## config.mk

```make
export PLATFORM = sky130hd
export DESIGN_NAME = csr_axil_write_responder
export DESIGN_NICKNAME = d
export VERILOG_FILES = /design/src/rtl/csr_pkg.sv /design/src/rtl/csr_write_decode.sv /design/src/rtl/csr_axil_write_responder.sv
export SDC_FILE = /design/constraint.sdc
export NUM_CORES = 1
export LEC_CHECK = 0
export CORE_UTILIZATION = 25
export CTS_BUF_LIST = sky130_fd_sc_hd__clkbuf_8
export DETAILED_ROUTE_END_ITERATION = 8
export MAX_ROUTING_LAYER = met4
export SLEW_MARGIN = 25
export SYNTH_ARGS = -nofsm -noshare
export SYNTH_HDL_FRONTEND = slang
export SYNTH_SLANG_ARGS = --single-unit
```

## constraint.sdc

```tcl
create_clock -name clk -period 1.5 [get_ports clk]
set_clock_uncertainty 0.15 [all_clocks]
set_input_delay 0.3 -clock clk [delete_from_list [all_inputs] [get_ports clk]]
set_output_delay 0.3 -clock clk [all_outputs]
set_load 0.02 [all_outputs]
```

## src/rtl/csr_pkg.sv

```systemverilog
// ---------------------------------------------------------------------------
// csr_pkg
//   Shared definitions for the machine-mode CSR write path.
//   Contents:
//     - Machine-mode CSR addresses used by the write legality decode.
//     - AXI-Lite B-channel response codes (3-bit field, bit 2 always 0).
//     - Write responder state encoding.
// ---------------------------------------------------------------------------
package csr_pkg;

  localparam logic [11:0] MSTATUS  = 12'h300;
  localparam logic [11:0] MISA     = 12'h301;
  localparam logic [11:0] MIE      = 12'h304;
  localparam logic [11:0] MTVEC    = 12'h305;
  localparam logic [11:0] MSCRATCH = 12'h340;
  localparam logic [11:0] MEPC     = 12'h341;
  localparam logic [11:0] MCAUSE   = 12'h342;
  localparam logic [11:0] MTVAL    = 12'h343;
  localparam logic [11:0] MIP      = 12'h344;

  localparam logic [2:0] OKAY   = 3'd0;
  localparam logic [2:0] SLVERR = 3'd2;

  typedef enum logic [1:0] {
    IDLE  = 2'd0,
    WRITE = 2'd1,
    RESP  = 2'd2
  } state_t;

endpackage

```

## src/rtl/csr_write_decode.sv

```systemverilog
// ---------------------------------------------------------------------------
// csr_write_decode
//   Combinational legality check for CSR write addresses.
//   Ports:
//     addr  in  ADDR_W  CSR address
//     legal out 1       1 when the address names a writable CSR
//   Only the writable machine-mode CSRs decode as legal. MISA is hardwired
//   and everything in the read-only space (addr[11:10]==2'b11) falls out of
//   the exact-match decode as illegal.
// ---------------------------------------------------------------------------
module csr_write_decode
  import csr_pkg::*;
#(
  parameter int ADDR_W = 12
) (
  input  logic [ADDR_W-1:0] addr,
  output logic              legal
);

  always_comb begin
    legal = 1'b0;
    case (addr)
      ADDR_W'(MSTATUS),
      ADDR_W'(MIE),
      ADDR_W'(MTVEC),
      ADDR_W'(MSCRATCH),
      ADDR_W'(MEPC),
      ADDR_W'(MCAUSE),
      ADDR_W'(MTVAL),
      ADDR_W'(MIP):     legal = 1'b1;
      default:          legal = 1'b0;
    endcase
  end

endmodule

```

## src/rtl/csr_axil_write_responder.sv

```systemverilog
// ---------------------------------------------------------------------------
// csr_axil_write_responder
//   AXI-Lite write slave that turns one AW+W pair into a single write strobe
//   on the CSR register file and returns a B response.
//
//   Ports:
//     clk, reset_n                 clock, asynchronous active-low reset
//     axil_csr_aw{addr,valid,ready} write address channel
//     axil_csr_w{data,valid,ready}  write data channel
//     axil_csr_b{resp,valid,ready}  write response channel (OKAY / SLVERR)
//     csr_wr_addr, csr_wr_data     register-file write address / data
//     csr_wr_en                    one-cycle write strobe
//     csr_wr_busy                  register file cannot accept a write
//     csr_wr_err_count             SLVERR response count (optional)
//
//   Build option:
//     CSR_WRITE_ERR_COUNT_EN  adds csr_wr_err_count, a saturating 16-bit
//                             count of SLVERR responses.
// ---------------------------------------------------------------------------
module csr_axil_write_responder
  import csr_pkg::*;
#(
  parameter int ADDR_W = 12,
  parameter int DATA_W = 32
) (
  input  logic              clk,
  input  logic              reset_n,
  input  logic [ADDR_W-1:0] axil_csr_awaddr,
  input  logic              axil_csr_awvalid,
  output logic              axil_csr_awready,
  input  logic [DATA_W-1:0] axil_csr_wdata,
  input  logic              axil_csr_wvalid,
  output logic              axil_csr_wready,
  output logic [2:0]        axil_csr_bresp,
  output logic              axil_csr_bvalid,
  input  logic              axil_csr_bready,
  output logic [ADDR_W-1:0] csr_wr_addr,
  output logic [DATA_W-1:0] csr_wr_data,
  output logic              csr_wr_en,
  input  logic              csr_wr_busy
`ifdef CSR_WRITE_ERR_COUNT_EN
  ,
  output logic [15:0]       csr_wr_err_count
`endif
);

  state_t            state_q;
  state_t            state_d;
  logic              aw_held;
  logic              w_held;
  logic [ADDR_W-1:0] addr_buf;
  logic [DATA_W-1:0] data_buf;
  logic [2:0]        bresp_q;

  logic              aw_hs;
  logic              w_hs;
  logic              legal;
  logic              enter_resp;
  logic [2:0]        resp_code;
  logic              wr_en;

  csr_write_decode #(
    .ADDR_W (ADDR_W)
  ) u_decode (
    .addr  (addr_buf),
    .legal (legal)
  );

  // The ready terms are qualified by reset_n so both channels read as not
  // ready while reset is held, not only after the first clock edge.
  assign axil_csr_awready = reset_n && (state_q == IDLE) && !aw_held;
  assign axil_csr_wready  = reset_n && (state_q == IDLE) && !w_held;
  assign aw_hs            = axil_csr_awvalid && axil_csr_awready;
  assign w_hs             = axil_csr_wvalid  && axil_csr_wready;

  assign axil_csr_bvalid  = (state_q == RESP);
  assign axil_csr_bresp   = bresp_q;
  assign csr_wr_addr      = addr_buf;
  assign csr_wr_data      = data_buf;
  assign csr_wr_en        = wr_en;

  // Next-state and strobe decode.
  always_comb begin
    state_d    = state_q;
    wr_en      = 1'b0;
    enter_resp = 1'b0;
    resp_code  = OKAY;
    case (state_q)
      IDLE: begin
        // A flag counts as set if it was held already or is being set by
        // this cycle's handshake, so a same-cycle AW+W pair still advances.
        if ((aw_held || aw_hs) && (w_held || w_hs)) begin
          state_d = WRITE;
        end
      end
      WRITE: begin
        if (!legal) begin
          // Illegal writes never touch the register file, so busy is moot.
          enter_resp = 1'b1;
          resp_code  = SLVERR;
          state_d    = RESP;
        end else if (!csr_wr_busy) begin
          wr_en      = 1'b1;
          enter_resp = 1'b1;
          resp_code  = OKAY;
          state_d    = RESP;
        end
      end
      RESP: begin
        if (axil_csr_bready) begin
          state_d = IDLE;
        end
      end
      default: begin
        state_d = IDLE;
      end
    endcase
  end

  always_ff @(posedge clk or negedge reset_n) begin
    if (!reset_n) begin
      state_q  <= IDLE;
      aw_held  <= 1'b0;
      w_held   <= 1'b0;
      addr_buf <= '0;
      data_buf <= '0;
      bresp_q  <= OKAY;
    end else begin
      state_q <= state_d;
      // Handshakes only happen in IDLE and flags only clear in RESP, so the
      // set and clear paths below never collide.
      if (aw_hs) begin
        addr_buf <= axil_csr_awaddr;
        aw_held  <= 1'b1;
      end
      if (w_hs) begin
        data_buf <= axil_csr_wdata;
        w_held   <= 1'b1;
      end
      if ((state_q == RESP) && axil_csr_bready) begin
        aw_held <= 1'b0;
        w_held  <= 1'b0;
      end
      if (enter_resp) begin
        bresp_q <= resp_code;
      end
    end
  end

`ifdef CSR_WRITE_ERR_COUNT_EN
  logic [15:0] err_count_q;

  always_ff @(posedge clk or negedge reset_n) begin
    if (!reset_n) begin
      err_count_q <= '0;
    end else if (enter_resp && (resp_code == SLVERR) && (err_count_q != 16'hFFFF)) begin
      err_count_q <= err_count_q + 16'd1;
    end
  end

  assign csr_wr_err_count = err_count_q;
`endif

endmodule

```

==> results.yml <==
timing:
  fin_crit_sh: 1.37
  setup-violations-final: 48
  final_max_slew_viol_count: 0
  setup_repair_after_global_routing_missed_its_margin: "yes"
  fmaxAchievable_mhz: 488
  min_period_ns: 2.05
  hold_viol: 0
  post_route_setup_tns_ns: -7.72
  worst_slew_margin_rel: 0.503
  layout_setup_ws_ns: -0.550
  worst_slew_pin_slew_ns: 0.745
synth:
  yosys.area.top_type: "sky130_fd_sc_hd__dfrtp_1"
  post_synth_num_cell_types: 24
  synth_top_area_frac: 0.608
  synth_area_per_cell_um2: 15.0
  count_of_yosys_warnings_during_synthesis: 0
  yosys_most_used_dff: "sky130_fd_sc_hd__dfrtp_1"
  synthesis.area_um2: 2020
  sequential_area_share_after_synthesis: 0.608
  ys_async_sr_fraction: 1.00
  ys_top_cells_by_area: "sky130_fd_sc_hd__dfrtp_1 (61%), sky130_fd_sc_hd__mux2_2 (23%), sky130_fd_sc_hd__buf_6 (2.8%)"
  synthCells: 134
  synth.most_common_cell: "sky130_fd_sc_hd__dfrtp_1"
  synth_enable_flop_cells: 0
  ys_top_cells_by_count: "sky130_fd_sc_hd__dfrtp_1 (49), sky130_fd_sc_hd__mux2_2 (42), sky130_fd_sc_hd__a21oi_1 (6), sky130_fd_sc_hd__nor2_1 (6), sky130_fd_sc_hd__buf_6 (5)"
  ys_seq_elements: 49
detailed_routing:
  drtAntennaViolNets: 0
  detail_route.first_pass.iterations: 4
  routed_wirelength_um: 4810
  drt_iter0_drc: 15
  detailroute.via_count: 1576
  drc: 0
  detail_route.wl_per_cell_um: 13.0
  via_per_inst: 4.25
setup_path:
  timing.reg2reg.setup_slack_ns: -0.21
  timing.critical_path.fanout_max: 2
  cpLargestDelayFamily: "simple AND/OR/NAND/NOR gates"
  cp_num_cells: 4
  rr_startpoint: "state_q[0]"
  cp_cell_sequence: "nor4b_4 > o311a_1 > nor3b_4 > buf_6"
  critPathArrivalTime_ns: 1.60
  startpoint_type: "flip-flop"
  rr_endpoint: "csr_wr_addr[11]"
  worst-setup-path-type: "flip-flop to output port"
  timing.critical_path.slowest_cell_delay_ns: 0.43
  worstSetupEndpointType: "output port"
  worstPathRequired_ns: 1.05
  worstRegToRegCells: 5
  critical_path.n_buffers_inverters: 1
  crit_slowest_cell: "sky130_fd_sc_hd__dfrtp_2"
floorplanning:
  chipWidth_um: 91.8
  floorplan.io_pins: 101
  design.core.area_um2: 7770
  overall_die_height_um: 91.8
  initial_utilization: 0.260
  fp.dieArea_um2: 8430
  num_rows: 32
status:
  failed_checks: "setup timing"
  status: "finished, violations left"
finish:
  multi_input_combinational_cell_area_um2: 781
  final_layout_size_suffix_gt1_frac: 0.435
  filler_cell_count: 748
  antenna-diode-count: 0
  fin_util: 0.453
  final_net_count: 318
  syn2layout_area_growth_pct: 74.6
  layout.area.seq_um2: 1230
cts:
  cts.sinks: 49
  ctsRootBufferMaster: "sky130_fd_sc_hd__clkbuf_8"
  cts_buffers: 5
  clock_path_buffers: 2
  clkSlewWorstSetupHoldPaths_ns: 0.09
  tritoncts: "done"
  clock_insertion_delay_worst_skew_ns: 0.29
  clock_tree.htree_level_count: 2
power_and_ir_drop:
  p_leak_nw: 1.63
  comb_power_share: 0.521
  p_int_mw: 4.66
  design_power_total_mw: 7.22
  irDropWorstVdd_mv: 0.729
  power.share.switching: 0.354
  p_switching_mw: 2.56
  power_frac_clock: 0.152
  power.density_nw_per_um2: 2050
  seqPwrFrac: 0.327
placement:
  detailed_place_hpwl_um: 3590
  gp_routability_congestion: 0.720
  place.port_buffers: 98
global_routing:
  grt_pass1_wl_um: 7590
  number_of_global_route_vias_before_repair: 1635
  tot_gr_track_use: 0.120
  grt_max_degree: 34
  antenna_found_initial: 0
  grt-ovfl-total: 0
run:
  maxCapViolations: 0
min_path:
  hp_class: "primary input to asynchronous set/reset pin"
-- cell type report --
class                      instances  area share
timing repair buffer             133       0.353
clock inverter                     3      0.0185
multi-input combinational         78       0.222
inverter                           1     0.00107
sequential                        49       0.350
clock buffer                       5      0.0196
tap                              102      0.0363
-- worst max path at each step --
stage,startpoint,endpoint
final,csr_wr_addr[5],csr_wr_en
after global routing,csr_wr_addr[3],csr_wr_en
after CTS,csr_wr_addr[5],csr_wr_en
after detailed placement,csr_wr_addr[5],csr_wr_en
after global placement,csr_wr_addr[5],csr_wr_en
after floorplan,csr_wr_addr[3],csr_wr_en
-- tightest hold or removal path, delay by kind of cell --
family / cells / cell delay (ns)
buf+inv: 4 / 0.68
-- registers in the layout, indices dropped and copies added (netlist names) --
name,cells
aw_held,1
axil_csr_bresp,1
csr_wr_addr,12
csr_wr_data,32
state_q,2
w_held,1
-- cell families after synthesis --
| family | synth area share |
|---|---|
| other | 0.00186 |
| AO/OA/AOI/OAI | 0.0341 |
| flip-flops | 0.608 |
| multiplexers | 0.250 |
| buffers and inverters | 0.0372 |
| AND/OR/NAND/NOR | 0.0689 |
-- cell usage in the layout (no fill, tap or decap), types with 2 or more instances in the layout --
cell                               n
sky130_fd_sc_hd__conb_1            2
sky130_fd_sc_hd__clkbuf_8          5
sky130_fd_sc_hd__nor3b_4           2
sky130_fd_sc_hd__clkdlybuf4s15_1   4
sky130_fd_sc_hd__mux2_4            3
sky130_fd_sc_hd__buf_6            16
sky130_fd_sc_hd__buf_4            24
sky130_fd_sc_hd__buf_2             7
sky130_fd_sc_hd__dfrtp_2           4
sky130_fd_sc_hd__nand2_2           2
sky130_fd_sc_hd__dlygate4sd2_1    30
sky130_fd_sc_hd__mux2_2           41
sky130_fd_sc_hd__bufinv_16         2
sky130_fd_sc_hd__o21ai_1           2
sky130_fd_sc_hd__dfrtp_1          45
sky130_fd_sc_hd__nor2_1            4
sky130_fd_sc_hd__buf_12            2
sky130_fd_sc_hd__a21oi_1           6
sky130_fd_sc_hd__clkdlybuf4s50_1  48
-- repair_timing --
action                                  4_1_cts  5_1_grt
endpoints found under the setup margin       93       75
buffers inserted                              7        5
pin swaps                                     4        5
gates resized for setup                     115       20
hold buffers                                  1        0
endpoints found under the hold margin        16        0
-- metal layers --
| layer | vias to the layer above | wire (µm) | part of all wire | GRT usage |
|---|---|---|---|---|
| met3 | 5 | 265 | 0.055 | 0.0265 |
| met2 | 56 | 2300 | 0.48 | 0.195 |
| met5 | - | 0 | 0 | - |
| met1 | 772 | 2170 | 0.45 | 0.146 |
| met4 | 0 | 76 | 0.016 | 0.0443 |
| li1 | 743 | - | - | - |
-- power groups by stage --
stage | combinational, mW | sequential, mW | clock (mW)
detailed placement | 3.94 | 2.38 | 0
global placement | 3.92 | 2.35 | 0
global route | 4.01 | 2.44 | 1.19
CTS | 3.71 | 2.35 | 1.15
finish | 3.76 | 2.36 | 1.10
floorplan | 1.12 | 3.17 | 0
-- through the flow --
stage,instance area (µm²),cells,hold slack [ns],setup WS (ns)
2_1_floorplan,2060,135,-0.146,-0.178
3_3_place_gp,3320,356,0.249,-0.732
3_5_place_dp,3320,356,0.240,-0.764
4_1_cts,3470,371,0.126,-0.567
5_1_grt,3520,371,0.161,-0.637
6_report,3520,371,0.103,-0.550
Power figures use the tool's default switching activity.
